<file path="src/rtl/pipeline_ctrl_if.sv">
// pipeline_ctrl_if: hazard-unit signal bundle between the pipeline datapath (master) and controller (slave).
interface pipeline_ctrl_if #(parameter int DATA_WIDTH = 32);
    logic [4:0] Rs1D, Rs2D, Rs1E, Rs2E, RdE, RdM, RdW;
    logic ResultSrcE0, PCSrcE, RegWriteM, RegWriteW, MemReqM, MemReadyM;
    logic StallF, StallD, StallE, StallM, StallW, FlushD, FlushE, MemErr;
    logic [1:0] ForwardAE, ForwardBE;
    logic [DATA_WIDTH-1:0] StallCount;
    modport master (
        output Rs1D, Rs2D, Rs1E, Rs2E, RdE, RdM, RdW,
        output ResultSrcE0, PCSrcE, RegWriteM, RegWriteW, MemReqM, MemReadyM,
        input  StallF, StallD, StallE, StallM, StallW, FlushD, FlushE, MemErr,
        input  ForwardAE, ForwardBE, StallCount
    );
    modport slave (
        input  Rs1D, Rs2D, Rs1E, Rs2E, RdE, RdM, RdW,
        input  ResultSrcE0, PCSrcE, RegWriteM, RegWriteW, MemReqM, MemReadyM,
        output StallF, StallD, StallE, StallM, StallW, FlushD, FlushE, MemErr,
        output ForwardAE, ForwardBE, StallCount
    );
endinterface

</file>
<file path="src/rtl/pipeline_ctrl.sv">
// pipeline_ctrl: 5-stage hazard unit -- forwarding, load-use stall, branch flush and memory-wait FSM with timeout.
module pipeline_ctrl #(
    parameter int DATA_WIDTH = 32,
    parameter int TIMEOUT    = 255
) (
    input logic clk,
    input logic rst,
    pipeline_ctrl_if.slave bus
);
    typedef enum logic [1:0] {RUN, MEM_WAIT, ERROR} state_e;
    state_e state_q, state_d;
    logic [7:0] wait_q, wait_d;
    logic [DATA_WIDTH-1:0] cnt_q, cnt_d;
    logic lw_stall, mem_stall, stall_f;
    always_ff @(posedge clk or negedge rst) begin
        if (!rst) begin
            state_q <= RUN;
            wait_q  <= '0;
            cnt_q   <= '0;
        end else begin
            state_q <= state_d;
            wait_q  <= wait_d;
            cnt_q   <= cnt_d;
        end
    end
    always_comb begin
        lw_stall  = bus.ResultSrcE0 && bus.RdE != 5'd0 && (bus.RdE == bus.Rs1D || bus.RdE == bus.Rs2D);
        // In MEM_WAIT the ready cycle itself releases the pipeline.
        mem_stall = state_q == ERROR || (!bus.MemReadyM && (state_q == MEM_WAIT || bus.MemReqM));
        stall_f   = mem_stall || lw_stall;
        state_d   = state_q;
        wait_d    = wait_q;
        case (state_q)
            RUN: if (bus.MemReqM && !bus.MemReadyM) begin
                state_d = MEM_WAIT;
                wait_d  = '0;
            end
            MEM_WAIT: if (bus.MemReadyM) state_d = RUN;
                else if (wait_q == 8'(TIMEOUT)) state_d = ERROR;
                else wait_d = wait_q + 8'd1;
            default: ;
        endcase
        cnt_d = (stall_f && !(&cnt_q)) ? cnt_q + DATA_WIDTH'(1) : cnt_q;
    end
    assign bus.ForwardAE  = (bus.RegWriteM && bus.RdM != 5'd0 && bus.RdM == bus.Rs1E) ? 2'b10 :
                            (bus.RegWriteW && bus.RdW != 5'd0 && bus.RdW == bus.Rs1E) ? 2'b01 : 2'b00;
    assign bus.ForwardBE  = (bus.RegWriteM && bus.RdM != 5'd0 && bus.RdM == bus.Rs2E) ? 2'b10 :
                            (bus.RegWriteW && bus.RdW != 5'd0 && bus.RdW == bus.Rs2E) ? 2'b01 : 2'b00;
    assign bus.StallF     = stall_f;
    assign bus.StallD     = stall_f;
    assign bus.StallE     = mem_stall;
    assign bus.StallM     = mem_stall;
    assign bus.StallW     = mem_stall;
    // A branch resolved while memory stalls is deferred; Execute is held so it reasserts on release.
    assign bus.FlushD     = !mem_stall && bus.PCSrcE;
    assign bus.FlushE     = !mem_stall && (lw_stall || bus.PCSrcE);
    assign bus.MemErr     = state_q == ERROR;
    assign bus.StallCount = cnt_q;
endmodule
</file>
<file path="src/flat_wrapper.sv">
// flat-port wrapper written by rule: the top's interface ports become plain ports
module pipeline_ctrl_flat 
#(
    parameter int DATA_WIDTH = 32,
    parameter int TIMEOUT    = 255
)
  (clk, rst, bus_Rs1D, bus_Rs2D, bus_Rs1E, bus_Rs2E, bus_RdE, bus_RdM, bus_RdW, bus_ResultSrcE0, bus_PCSrcE, bus_RegWriteM, bus_RegWriteW, bus_MemReqM, bus_MemReadyM, bus_StallF, bus_StallD, bus_StallE, bus_StallM, bus_StallW, bus_FlushD, bus_FlushE, bus_MemErr, bus_ForwardAE, bus_ForwardBE, bus_StallCount);
  pipeline_ctrl_if #(.DATA_WIDTH(DATA_WIDTH)) bus_i ();
  input logic clk;
  input logic rst;
  input wire logic [$bits(bus_i.Rs1D)-1:0] bus_Rs1D;
  input wire logic [$bits(bus_i.Rs2D)-1:0] bus_Rs2D;
  input wire logic [$bits(bus_i.Rs1E)-1:0] bus_Rs1E;
  input wire logic [$bits(bus_i.Rs2E)-1:0] bus_Rs2E;
  input wire logic [$bits(bus_i.RdE)-1:0] bus_RdE;
  input wire logic [$bits(bus_i.RdM)-1:0] bus_RdM;
  input wire logic [$bits(bus_i.RdW)-1:0] bus_RdW;
  input wire logic [$bits(bus_i.ResultSrcE0)-1:0] bus_ResultSrcE0;
  input wire logic [$bits(bus_i.PCSrcE)-1:0] bus_PCSrcE;
  input wire logic [$bits(bus_i.RegWriteM)-1:0] bus_RegWriteM;
  input wire logic [$bits(bus_i.RegWriteW)-1:0] bus_RegWriteW;
  input wire logic [$bits(bus_i.MemReqM)-1:0] bus_MemReqM;
  input wire logic [$bits(bus_i.MemReadyM)-1:0] bus_MemReadyM;
  output wire logic [$bits(bus_i.StallF)-1:0] bus_StallF;
  output wire logic [$bits(bus_i.StallD)-1:0] bus_StallD;
  output wire logic [$bits(bus_i.StallE)-1:0] bus_StallE;
  output wire logic [$bits(bus_i.StallM)-1:0] bus_StallM;
  output wire logic [$bits(bus_i.StallW)-1:0] bus_StallW;
  output wire logic [$bits(bus_i.FlushD)-1:0] bus_FlushD;
  output wire logic [$bits(bus_i.FlushE)-1:0] bus_FlushE;
  output wire logic [$bits(bus_i.MemErr)-1:0] bus_MemErr;
  output wire logic [$bits(bus_i.ForwardAE)-1:0] bus_ForwardAE;
  output wire logic [$bits(bus_i.ForwardBE)-1:0] bus_ForwardBE;
  output wire logic [$bits(bus_i.StallCount)-1:0] bus_StallCount;
  assign bus_i.Rs1D = bus_Rs1D;
  assign bus_i.Rs2D = bus_Rs2D;
  assign bus_i.Rs1E = bus_Rs1E;
  assign bus_i.Rs2E = bus_Rs2E;
  assign bus_i.RdE = bus_RdE;
  assign bus_i.RdM = bus_RdM;
  assign bus_i.RdW = bus_RdW;
  assign bus_i.ResultSrcE0 = bus_ResultSrcE0;
  assign bus_i.PCSrcE = bus_PCSrcE;
  assign bus_i.RegWriteM = bus_RegWriteM;
  assign bus_i.RegWriteW = bus_RegWriteW;
  assign bus_i.MemReqM = bus_MemReqM;
  assign bus_i.MemReadyM = bus_MemReadyM;
  assign bus_StallF = bus_i.StallF;
  assign bus_StallD = bus_i.StallD;
  assign bus_StallE = bus_i.StallE;
  assign bus_StallM = bus_i.StallM;
  assign bus_StallW = bus_i.StallW;
  assign bus_FlushD = bus_i.FlushD;
  assign bus_FlushE = bus_i.FlushE;
  assign bus_MemErr = bus_i.MemErr;
  assign bus_ForwardAE = bus_i.ForwardAE;
  assign bus_ForwardBE = bus_i.ForwardBE;
  assign bus_StallCount = bus_i.StallCount;
  pipeline_ctrl #(.DATA_WIDTH(DATA_WIDTH), .TIMEOUT(TIMEOUT)) u_core (.clk(clk), .rst(rst), .bus(bus_i));
endmodule
</file>
<file path="config.mk">
export PLATFORM = sky130hd
export DESIGN_NAME = pipeline_ctrl_flat
export DESIGN_NICKNAME = d
export VERILOG_FILES = /design/src/rtl/pipeline_ctrl_if.sv /design/src/rtl/pipeline_ctrl.sv /design/src/flat_wrapper.sv
export SDC_FILE = /design/constraint.sdc
export NUM_CORES = 1
export LEC_CHECK = 0
export ABC_AREA = 1
export BUFFER_PORTS_ARGS = -buffer_cell sky130_fd_sc_hd__buf_2
export CELL_PAD_IN_SITES_DETAIL_PLACEMENT = 1
export CELL_PAD_IN_SITES_GLOBAL_PLACEMENT = 1
export CORE_UTILIZATION = 39
export CTS_CLUSTER_SIZE = 28
export DETAILED_ROUTE_END_ITERATION = 8
export GPL_TIMING_DRIVEN = 0
export HOLD_SLACK_MARGIN = 0.02
export PLACE_DENSITY = 0.95
export SLEW_MARGIN = 20
export SYNTH_ARGS = -nofsm -noshare
export SYNTH_HDL_FRONTEND = slang
export SYNTH_SLANG_ARGS = --single-unit
</file>
<file path="constraint.sdc">
create_clock -name clk -period 3.9 [get_ports clk]
set_input_delay 0.39 -clock clk [delete_from_list [all_inputs] [get_ports clk]]
set_output_delay 0.39 -clock clk [all_outputs]
set_load 0.02 [all_outputs]
</file>
Word level (Yosys, flattened, before mapping):

Cells that the tools add are included.

* bits in registers: 42
* input port bits: 43
* output and inout port bits: 44

* add/sub/neg operators: 2
* equal/unequal tests: 13
* mux-type cells: 12
* reduce and logical (&&, ||, !) cells: 29

Operator list (number)
* 32-bit by 1-bit adder with 32-bit output (second input constant): 1
* 32-bit AND reduction: 1
* 5-bit == test: 6
* 8-bit 2-to-1 mux: 3
* 8-bit one-hot mux with 2 select lines: 1
* 5-bit nonzero test: 3
* 1-bit logical AND: 13
* 2-bit 2-to-1 mux: 5
* 8-bit by 1-bit adder with 8-bit output (second input constant): 1
* 8-bit == test (second input constant): 1
* 1-bit logical OR: 5
* 2-bit != test (second input constant): 2
* 2-bit one-hot mux with 2 select lines: 1
* 4-bit AND reduction: 1
* 1-bit logical NOT: 3
* 3-bit != test (second input constant): 1
* 3-bit AND reduction: 1
* 2-bit by 1-bit == test with 1-bit output (second input constant): 1
* 2-bit == test (second input constant): 1
* 2-bit logical NOT: 1
* 1-bit 2-to-1 mux: 2
* 2-bit by 1-bit != test with 1-bit output (second input constant): 1
* 2-bit nonzero test: 1

Longest topological paths before layout:

Gate-level depths: netlist of the first run.

* depth in word-level cells: 6
* gate-level depth with buffers: 12
* mapped depth without buffers: 11

Worst setup path after synthesis of the first run:

Ideal clock, no wire load.

* kind: input to output
* start point: input bus_RdM[3]
* end point: output bus_ForwardAE[0]
* data arrival time: 1596 ps
* required time: 3510 ps
* slack: 1914 ps
* stages on the path: 3
* cell sequence: xor2_1 -> nor4_1 -> nor2_1

* word-level cells in the longest chain between the ends: 4
* elaborated cells between the ends (all ways): 5

RTL lines
* start: declaration: RTL line flat_wrapper.sv:16 `input wire logic [$bits(bus_i.RdM)-1:0] bus_RdM;`
* 5-bit nonzero test: RTL line pipeline_ctrl.sv:45 `assign bus.ForwardAE = (bus.RegWriteM && bus.RdM != 5'd0 && bus.RdM == bus.Rs1E) ? 2'b10 :`
* 1-bit logical AND: RTL line pipeline_ctrl.sv:45
* 1-bit logical AND (*): RTL line pipeline_ctrl.sv:45
* 2-bit 2-to-1 mux (*): RTL line pipeline_ctrl.sv:45
* end: declaration: RTL line flat_wrapper.sv:32 `output wire logic [$bits(bus_i.ForwardAE)-1:0] bus_ForwardAE;`

Every way passes the cells marked *; elsewhere a longest branch is shown, timed or not.

Final worst setup path of the first run:

* start point: register u_core.state_q[0]
* end point: output bus_StallF

* word-level cells in the longest chain between the ends: 5
* elaborated cells between the ends (all ways): 6

RTL lines
* start: declaration: RTL line pipeline_ctrl.sv:11 `state_e state_q, state_d;`
* start signal: assignment: RTL line pipeline_ctrl.sv:21 `state_q <= state_d;`
* 2-bit by 1-bit == test with 1-bit output: RTL line pipeline_ctrl.sv:29 `mem_stall = state_q == ERROR || (!bus.MemReadyM && (state_q == MEM_WAIT || bus.MemReqM));`
* 1-bit logical OR: RTL line pipeline_ctrl.sv:29
* 1-bit logical AND: RTL line pipeline_ctrl.sv:29
* 1-bit logical OR (*): RTL line pipeline_ctrl.sv:29
* 1-bit logical OR (*): RTL line pipeline_ctrl.sv:30 `stall_f = mem_stall || lw_stall;`
* end: declaration: RTL line flat_wrapper.sv:24 `output wire logic [$bits(bus_i.StallF)-1:0] bus_StallF;`

Marked as above.

==> results of run 1 <==
sequential cells by signal, summed over array words and instances (netlist names):
| register | count |
|---|---|
| u_core.bus.StallCount | 32 |
| u_core.state_q | 2 |
| u_core.wait_q | 8 |
critical path, stage by stage (launching register included):
cell	delay [ns]
dfrtp_1	0.43
nand2_1	0.11
nor2_1	0.08
nor3_1	0.29
nand2_2	0.19
buf_2	0.24
buf_4	0.15
buf_2	0.15
layout by cell type, fill, tap and decap left out, types with 8 or more instances in the layout:
master / synthesis / routed
dfrtp_1: 42 / 42
nor2_1: 68 / 68
xor2_1: 23 / 23
inv_2: 8 / 8
nand3_1: 47 / 47
nand2_1: 205 / 205
nand3b_1: 15 / 15
inv_1: 29 / 29
buf_2: 6 / 92
xnor2_1: 16 / 16
power groups by stage:
stage	sequential, uW	clock [uW]	combinational (uW)
finish	435	356	83.9
global route	435	372	94.1
CTS	435	359	85.3
detailed placement	444	0	85.0
global placement	444	0	79.0
floorplan	444	0	35.6
path summary, 6_finish.rpt:
path	startpoint	to	cells after the start
setup / recovery	u_core.state_q[0]	bus_StallF	7
min in group clk	bus_MemReadyM	u_core.state_q[0]	4
setup reg to reg	u_core.bus.StallCount[0]	u_core.bus.StallCount[26]	10
hold / removal	rst	u_core.bus.StallCount[22]	1
max in group asynchronous	rst	u_core.bus.StallCount[11]	1
hold reg to reg	u_core.wait_q[0]	u_core.wait_q[0]	1
cell families after synthesis:
group	count (synthesis)	synth area share
AND/OR/NAND/NOR	355	0.465
buffers and inverters	50	0.0718
flip-flops	42	0.324
XOR/XNOR	39	0.105
AO/OA/AOI/OAI	15	0.0262
adder cells (fa/ha/maj)	2	0.00772
metrics by stage:
step	instances	hold WS, ns	cell area (sq um)	utilization
4_1_cts	699	0.270	3910	0.496
3_5_place_dp	691	0.513	3800	0.482
2_1_floorplan	503	0.0944	3240	-
5_1_grt	699	0.319	3910	0.496
3_3_place_gp	691	0.496	3800	0.482
6_report	699	0.230	3910	0.496
per-layer routing:
metal,up-vias,part of all wire,GRT usage
met1,1757,0.43,0.318
met2,74,0.51,0.472
met5,-,0,0
li1,1766,-,-
met3,21,0.038,0.0325
met4,0,0.017,0.0731
cell type report:
type,count,area [sq um]
buffer,13,93.8
clock buffer,5,68.8
sequential,42,1050
clock inverter,3,40.0
multi-input combinational,411,1960
inverter,37,139
timing repair buffer,86,430
fill,1114,3980
tap,102,128
==> key figures, run 1 <==
Run status
  • Outcome: finished clean

Global routing
  • First-pass GRT wire length: between 15,000 and 20,000 microns
  • Vias in the first global route: 3,835
  • Gr ovfl total: 0
  • Number of antenna violations at the first check in global routing: 0
  • Overall Global Routing Usage: 0.259
  • Largest net degree at the start of global routing: 43

Yosys
  • Most common cell in the synthesized netlist: nand2_1
  • Register area share after synthesis: 0.324
  • Async S/R FF share, synth: 1.00
  • Synth Area per Inst: 6.45 sq um
  • Synth cell count leaders: nand2_1, nor2_1, nand3_1
  • Ys Warns: 0
  • Most used DFF post-synth: dfrtp_1
  • Synthesis-stage register bit count: 42
  • Netlist cell types: 28
  • Synth top area share: 0.324
  • Cell Area, Synth: between 3000 and 4000 sq um
  • Gate Count Post-Synth: between 500 and 600
  • EDFF count, synth: 0
  • Area leader, netlist: dfrtp_1
  • Syn nets: approximately 550
  • Synth top area cells: dfrtp_1, nand2_1, nor2_1

Clock tree
  • Bufs on Longest Clock Path: 2
  • H-tree levels: 2
  • Worst-path clk slew: approximately 0.09 ns
  • Clock Tree Root: clkbuf_8
  • Sinks on Clock Net: 42
  • Post-CTS resize count: 0
  • Clk_lat worst skew: about 0.31 ns
  • Inserted Clock Buffers: 5
  • Post-CTS Setup Inserts: 0
  • Hold Buf Count CTS: 0
  • TritonCTS clock tree: built

Timing
  • Period utilisation layout: 0.600
  • Final Hold Fails: 0
  • Maximum clock frequency: roughly 430 MHz
  • Slew HR: 0.359
  • Final setup TNS: 0 ns
  • Slew @ Worst Pin: between 0.9 and 1 ns
  • Pins Over Slew Limit: 0
  • Final setup viols: 0
  • PnR worst setup slack: about 1.6 ns
  • Clock skew: 0.00729 ns
  • RSZ-0062 raised after global routing: false
  • Min cycle time layout: approximately 2.3 ns

Pwr
  • Pwr Density: roughly 220 nW/um^2
  • VDD IR max: ~0.15 mV
  • Leak: 0.00207 uW
  • Internal power: 660 uW
  • Sequential group share of total power: 0.497
  • Clock share of power: 0.407
  • Sw frac: 0.246
  • Combinational share of power: 0.096
  • Power, Total: ~900 uW
  • Switching pwr: ~220 uW

Floorplan
  • DIE HEIGHT: slightly above 90 microns
  • Row cnt: 32
  • Die X: between 90 and 100 microns
  • Placeable Area: around 7900 sq um
  • Starting Density: 0.411
  • Io pins: between 80 and 90
  • Die area: 8680 sq um

Worst hold path
  • Worst Hold Class: primary input to async pin

Critical path
  • Reg2Reg Setup Slack: ~1.7 ns
  • Crit end category: output pin
  • WS Path Type: flop to output pin
  • Worst EP arrival: a little under 2 ns
  • CP required: between 3 and 4 ns
  • CP Max Fanout: 11
  • Startpoint types: flop

Detailed routing
  • Final WL: about 10,000 microns
  • DRT antenna net count: 0
  • Via count: between 3,000 and 4,000
  • Initial drt markers: roughly 150
  • 1st-pass router iterations: 4
  • Vias per inst: 5.18
  • Avg WL per Cell: between 10 and 15 microns
  • Drt drc: 0

Placed design
  • Post-DP HPWL: around 8400 microns
  • PortBufs: 86
  • DP Worst Slack: 1.75 ns
  • Placer Congestion: 0.900

Cells and area
  • Fin nets: 641
  • Layout cells sized above 1: 0.206
  • Diode count: 0
  • Area growth from synthesis to final layout: 20.6%

Job
  • Max_cap viols: 0
Note: power is estimated with default switching activity, not from simulation.
==> run 2: changes to the inputs <==
- CORE_UTILIZATION: 39 -> 33
- PLACE_DENSITY: 0.95 -> 0.88
- clock period: 3.9 -> 2 ns (I/O delays scaled with it)
==> key figures, run 2 (same netlist as run 1, synthesis figures left out) <==
Run status
  • Outcome: finished clean

Clock tree
  • Clk_lat worst skew: 0.31 ns (about the same)
  • Sinks on Clock Net: 42 (unchanged)
  • Worst-path clk slew: 0.08 ns (about the same)
  • Clock Tree Root: clkbuf_8
  • TritonCTS clock tree: built
  • Bufs on Longest Clock Path: 2 (unchanged)
  • H-tree levels: 2 (unchanged)
  • Inserted Clock Buffers: 5 (unchanged)

Global routing
  • Gr ovfl total: 0 (unchanged)
  • Largest net degree at the start of global routing: 43 (unchanged)
  • Overall Global Routing Usage: 0.220 (-0.0394)
  • First-pass GRT wire length: 17,600 microns (-1.3%)
  • Vias in the first global route: 3,666 (-4.4%)
  • Number of antenna violations at the first check in global routing: 0 (unchanged)

Critical path
  • WS Path Type: flop to output pin
  • Startpoint types: flop
  • Critical Path, Cell by Cell: inv_2 > nand2_1 > nor2_2 > nor3_4 > nand2_2 > buf_4 > buf_4 > buf_2
  • CP Max Fanout: 11 (unchanged)
  • CP bufs+invs: 4 (+1)
  • Crit end category: output pin
  • Worst EP arrival: 1.67 ns (-0.28 ns)
  • Crit-path max cell delay: 0.39 ns (-0.04 ns)
  • Most used cell, CP: buf_4
  • CP required: 1.80 ns (-1.71 ns)
  • Critical Path Slowest Stage Cell: dfrtp_1
  • Top delay family on crit path: buffers and inverters

Timing
  • Maximum clock frequency: approximately 540 MHz
  • Slew HR: 0.629 (+0.270)
  • Clock skew: 0.0124 ns (+0.00507 ns)
  • Slew @ Worst Pin: 0.557 ns (-0.405 ns)
  • Final Hold Fails: 0 (unchanged)
  • Final setup viols: 0 (unchanged)
  • Pins Over Slew Limit: 0 (unchanged)
  • Period utilisation layout: 0.933
  • PnR worst setup slack: 0.133 ns (-1.43 ns)
  • Min cycle time layout: between 1.5 and 2 ns

Detailed routing
  • 1st-pass router iterations: 4 (unchanged)
  • DRT antenna net count: 0 (unchanged)
  • Vias per inst: 4.87 (-6.0%)
  • Avg WL per Cell: 14.4 microns (-3.7%)
  • Via count: 3,542 (-2.1%)
  • Initial drt markers: 146 (-4.6%)
  • Final WL: 10,500 microns (+0.32%)
  • Drt drc: 0 (unchanged)

Floorplan
  • Starting Density: 0.346 (-0.0651)
  • Row cnt: 35 (+9.4%)
  • Die X: 101 microns (+8.5%)
  • Die area: 10,200 sq um (+18%)
  • DIE HEIGHT: 101 microns (+8.5%)
  • Placeable Area: 9370 sq um (+19%)
  • Io pins: 87 (unchanged)

Worst hold path
  • Worst Hold Class: primary input to flop

Cells and area
  • Most common cell after layout, fill and taps aside: nand2_1
  • Fin nets: 643 (+0.31%)
  • Max FFs per register: 32 (unchanged)
  • Diode count: 0 (unchanged)
  • Most frequent cells in the layout: nand2_1, buf_2, nor2_1
  • Post-route cell area: 4010 sq um (+2.5%)
  • Layout cells sized above 1: 0.224 (+0.0177)
  • Area growth from synthesis to final layout: 23.6%
  • Fillers: 1,284 (+15%)

Placed design
  • DP Worst Slack: -0.210 ns (-1.96 ns)
  • Cell Area, Placed: 3830 sq um (+0.89%)
  • Placer Congestion: 0.855 (-5.0%)
  • PortBufs: 86 (unchanged)
  • Post-DP HPWL: 8420 microns (about the same)

Pwr
  • Power, Total: 1620 uW (+85%)
  • Leak: 0.00210 uW (+1.6%)
  • Pwr Density: 404 nW/um^2 (+80%)
  • VDD IR max: 0.251 mV (+65%)

Job
  • Max_cap viols: 0 (unchanged)
## run 2: changes by cell type in the layout (fill, tap and decap cells not counted), sizes merged
cell	delta
buf	+1
bufinv	-1
clkinv	-1
clkinvlp	+1
clkbuf	+1
dlygate4sd3	+1
## run 2: report_power, final
| part | switching, uW | internal, uW | leakage (uW) |
|---|---|---|---|
| combinational | 96.5 | 71.9 | 0.00149 |
| clock | 325 | 278 | 0.0000472 |
| sequential | 0 | 848 | 0.000560 |
| total | 421 | 1200 | 0.00210 |
## run 2: path summary, 6_finish.rpt
kind | start | end | slack [ns] | cells past startpoint
setup / recovery | u_core.state_q[1] | bus_StallF | 0.13 | 8
hold / removal | bus_MemReadyM | u_core.state_q[1] | 0.21 | 4
setup reg to reg | u_core.bus.StallCount[8] | u_core.bus.StallCount[25] | 0.16 | 8
hold reg to reg | u_core.state_q[1] | u_core.state_q[1] | 0.52 | 2
max in group asynchronous | rst | u_core.bus.StallCount[9] | 1.17 | 2
min in group asynchronous | rst | u_core.bus.StallCount[4] | 0.42 | 2
## run 2: stage by stage
stage | std cells | hold slack (ns) | util | TNS, ns
6_report | 728 | 0.210 | 0.428 | 0
5_1_grt | 728 | 0.237 | 0.428 | -0.0204
4_1_cts | 727 | 0.0995 | 0.422 | 0
3_5_place_dp | 718 | 0.434 | 0.409 | -0.339
3_3_place_gp | 718 | 0.404 | 0.409 | -0.209
2_1_floorplan | 503 | -0.0956 | - | 0
## run 2: cell type report
class | instances | area (sq um) | area share
inverter | 37 | 139 | 0.0347
timing repair buffer | 88 | 450 | 0.112
buffer | 13 | 96.3 | 0.0240
multi-input combinational | 411 | 2010 | 0.502
sequential | 42 | 1050 | 0.263
clock buffer | 6 | 82.6 | 0.0206
clock inverter | 2 | 12.5 | 0.00312
tap | 129 | 161 | 0.0403
## run 2: worst register-to-register path, delay by kind of cell, from the launching register on
family,cells,cell delay (ns)
AND/OR/NAND/NOR,7,1.08
flip-flops,1,0.43
buffers and inverters,1,0.24
## run 2: routing by layer
| metal | part of all wire | routed length [microns] | vias up | track usage |
|---|---|---|---|---|
| met5 | 0 | 0 | - | 0 |
| met1 | 0.44 | 4660 | 1692 | 0.273 |
| met4 | 0.026 | 272 | 0 | 0.0702 |
| met2 | 0.50 | 5240 | 61 | 0.394 |
| met3 | 0.031 | 322 | 19 | 0.0270 |
| li1 | - | - | 1770 | - |
## run 2: timing repair
| action | 4_1_cts | 5_1_grt |
|---|---|---|
| hold buffers | 0 | 1 |
| setup buffers | 1 | 0 |
| pin swaps | 1 | 0 |
| hold endpoints to repair | 0 | 42 |
| cloned | 0 | 0 |
| setup endpoints to repair | 8 | 37 |
| resized for setup | 6 | 10 |
==> run 3: changes to the inputs <==
- ABC_AREA: 1 -> not set
- CORE_UTILIZATION: 33 -> 34
- PLACE_DENSITY: 0.88 -> 0.87
==> key figures, run 3 <==
Clock tree
  • Worst-path clk slew: 0.09 ns (about the same)
  • H-tree levels: 2 (unchanged)
  • TritonCTS clock tree: built
  • Inserted Clock Buffers: 5 (unchanged)
  • Sinks on Clock Net: 42 (unchanged)
  • Bufs on Longest Clock Path: 2 (unchanged)
  • Clock Tree Root: clkbuf_8
  • Clk_lat worst skew: 0.31 ns (about the same)

Yosys
  • Mux share of post-synthesis cell area: 0.0125 (+0.0125)
  • Post-Synth XOR/XNOR Area: 0.205 (+0.0992)
  • Area leader, netlist: dfrtp_1
  • EDFF count, synth: 0 (unchanged)
  • Synth top area share: 0.402 (+0.0783)
  • Synth Area per Inst: 9.93 sq um (+54%)
  • Most common cell in the synthesized netlist: dfrtp_1
  • Synthesis-stage register bit count: 42 (unchanged)
  • Ys Warns: 0 (unchanged)
  • Synth top area cells: dfrtp_1, xnor2_1, xor2_1
  • Syn nets: 308 (-44%)
  • Netlist cell types: 43 (+54%)
  • Synth cell count leaders: dfrtp_1, xnor2_1, xor2_1
  • Largest family of logic cells by synthesized area: simple AND/OR/NAND/NOR gates
  • Cell Area, Synth: 2610 sq um (-19%)
  • Simple-gate share of the synthesized area: 0.281 (-0.184)
  • Gate Count Post-Synth: 263 (-48%)
  • Most used DFF post-synth: dfrtp_1
  • Register area share after synthesis: 0.402 (+0.0783)
  • Async S/R FF share, synth: 1.00 (unchanged)
  • Post-synthesis adder-cell area fraction: 0.00958 (+0.00186)
  • Compound-gate portion of the synthesized area: 0.0580 (+0.0317)

Critical path
  • Worst EP arrival: 1.74 ns (+0.07 ns)
  • Crit end category: output pin
  • Startpoint types: flop
  • Reg2Reg Launch Point: u_core.bus.StallCount[24]
  • Reg2reg end: u_core.bus.StallCount[31]
  • Worst R2R Path Depth: 6 (-2)
  • CP required: 1.80 ns (about the same)
  • WS Path Type: flop to output pin
  • Reg2Reg Setup Slack: 0.08 ns (-0.08 ns)
  • CP Max Fanout: 7 (-4)

Detailed routing
  • Initial drt markers: 76 (-48%)
  • Drt drc: 0 (unchanged)
  • Avg WL per Cell: 16.3 microns (+13%)
  • 1st-pass router iterations: 4 (unchanged)
  • Final WL: 7840 microns (-25%)
  • Vias per inst: 5.13 (+5.4%)
  • Via count: 2,461 (-31%)
  • DRT antenna net count: 0 (unchanged)

Timing
  • Slew @ Worst Pin: 0.482 ns (-0.0748 ns)
  • Slew HR: 0.676 (+0.0469)
  • Final Hold Fails: 0 (unchanged)
  • Period utilisation layout: 0.968 (+0.0349)
  • Clock skew: 0.0160 ns (+0.00364 ns)
  • Min Hold Slack: 0.144 ns (-0.0659 ns)
  • Maximum clock frequency: 516 MHz (-3.6%)
  • Final setup viols: 0 (unchanged)
  • Min cycle time layout: 1.94 ns (+0.0699 ns)
  • Pins Over Slew Limit: 0 (unchanged)

Global routing
  • Vias in the first global route: 2,500 (-32%)
  • Largest net degree at the start of global routing: 43 (unchanged)
  • Gr ovfl total: 0 (unchanged)
  • Overall Global Routing Usage: 0.196 (-0.0239)
  • Number of antenna violations at the first check in global routing: 0 (unchanged)
  • First-pass GRT wire length: 12,000 microns (-32%)

Cells and area
  • Area growth from synthesis to final layout: 37.4%
  • Fin cells: 480 (-34%)
  • Diode count: 0 (unchanged)
  • Most frequent cells in the layout: buf_2, dfrtp_1, xnor2_1
  • Layout cells sized above 1: 0.428 (+0.204)
  • Post-route cell area: 3590 sq um (-10%)
  • Max FFs per register: 32 (unchanged)
  • Most common cell after layout, fill and taps aside: buf_2
  • Fin nets: 425 (-34%)

Pwr
  • Power, Total: 2680 uW (+65%)
  • Leak: 0.00164 uW (-22%)
  • VDD IR max: 0.377 mV (+50%)
  • Pwr Density: 746 nW/um^2 (+85%)

Floorplan
  • Row cnt: 31 (-11%)
  • Starting Density: 0.356 (+0.0103)
  • Placeable Area: 7330 sq um (-22%)
  • DIE HEIGHT: 89.6 microns (-11%)
  • Die area: 8030 sq um (-21%)
  • Die X: 89.6 microns (-11%)
  • Io pins: 87 (unchanged)

Placed design
  • Cells after DPL: 448 (-38%)
  • Placer Congestion: 0.759 (-11%)
  • PortBufs: 86 (unchanged)
  • Cell Area, Placed: 3180 sq um (-17%)
  • Post-DP HPWL: 5480 microns (-35%)

Run status
  • Outcome: finished clean

Worst hold path
  • Min-Delay Endpoint: u_core.wait_q[2]
  • Worst Hold Depth: 2 (-2)
  • Worst Hold Class: primary input to flop
  • HP Start: bus_MemReqM

Job
  • Max_cap viols: 0 (unchanged)
[run 3: logic make-up (layout without fill, tap and decap cells)]
logic type | count (synthesis) | after routing
buffers and inverters | 13 | 131
adders and majority gates | 2 | 2
muxes | 3 | 3
AOI/OAI and AO/OA | 23 | 23
DFF | 42 | 42
and+or+nand+nor | 119 | 119
xor gates and xnor gates | 61 | 61
[run 3: how the worst max path moves through the flow]
| stage | start | endpoint | slack (ns) | cells past startpoint |
|---|---|---|---|---|
| after detailed placement | u_core.state_q[0] | bus_StallF | -0.16 | 7 |
| final | u_core.state_q[0] | bus_StallF | 0.06 | 7 |
| after CTS | u_core.state_q[0] | bus_StallF | -0.01 | 7 |
| after global placement | u_core.state_q[0] | bus_StallF | -0.1 | 7 |
| after floorplan | u_core.bus.StallCount[0] | u_core.bus.StallCount[1] | 0.04 | 6 |
| after global routing | u_core.bus.StallCount[1] | u_core.bus.StallCount[29] | -0.05 | 7 |
[run 3: layout make-up]
class,instances,area (sq um)
sequential,42,1050
multi-input combinational,208,1590
clock buffer,7,86.3
buffer,8,75.1
tap,99,124
inverter,5,18.8
timing repair buffer,110,632
fill,871,3740
clock inverter,1,8.76
[run 3: stage by stage]
| step | TNS (ns) | worst slack (ns) | util |
|---|---|---|---|
| 3_3_place_gp | -0.234 | -0.0962 | 0.434 |
| 4_1_cts | -0.0107 | -0.0107 | 0.455 |
| 3_5_place_dp | -0.993 | -0.157 | 0.434 |
| 5_1_grt | -0.220 | -0.0544 | 0.490 |
| 6_report | 0 | 0.0632 | 0.490 |
| 2_1_floorplan | 0 | 0.0415 | - |
[run 3: per-layer routing]
layer,wire (microns),GRT usage
met1,3240,0.225
met2,4160,0.364
met3,325,0.0384
met4,125,0.0620
met5,0,0
[run 3: critical path: stages, from the launching register on]
cell      delay (ns)
dfrtp_2         0.42
nor2b_4         0.14
o21ai_2         0.19
nand2b_4        0.07
o21bai_4        0.20
buf_8           0.16
buf_4           0.13
buf_6           0.12
[run 3: power by group]
part | leakage [uW] | switching (uW) | internal (uW)
clock network | 0.0000489 | 326 | 286
registers | 0.000568 | 136 | 947
logic | 0.00102 | 516 | 465
[run 3: timing repair]
| item | in CTS | in global routing |
|---|---|---|
| hold endpoints to repair | 0 | 10 |
| pin swaps | 1 | 4 |
| setup endpoints to repair | 32 | 32 |
| hold buffers | 0 | 1 |
| gates resized for setup | 9 | 19 |
| setup buffers | 4 | 18 |
| cloned | 0 | 0 |
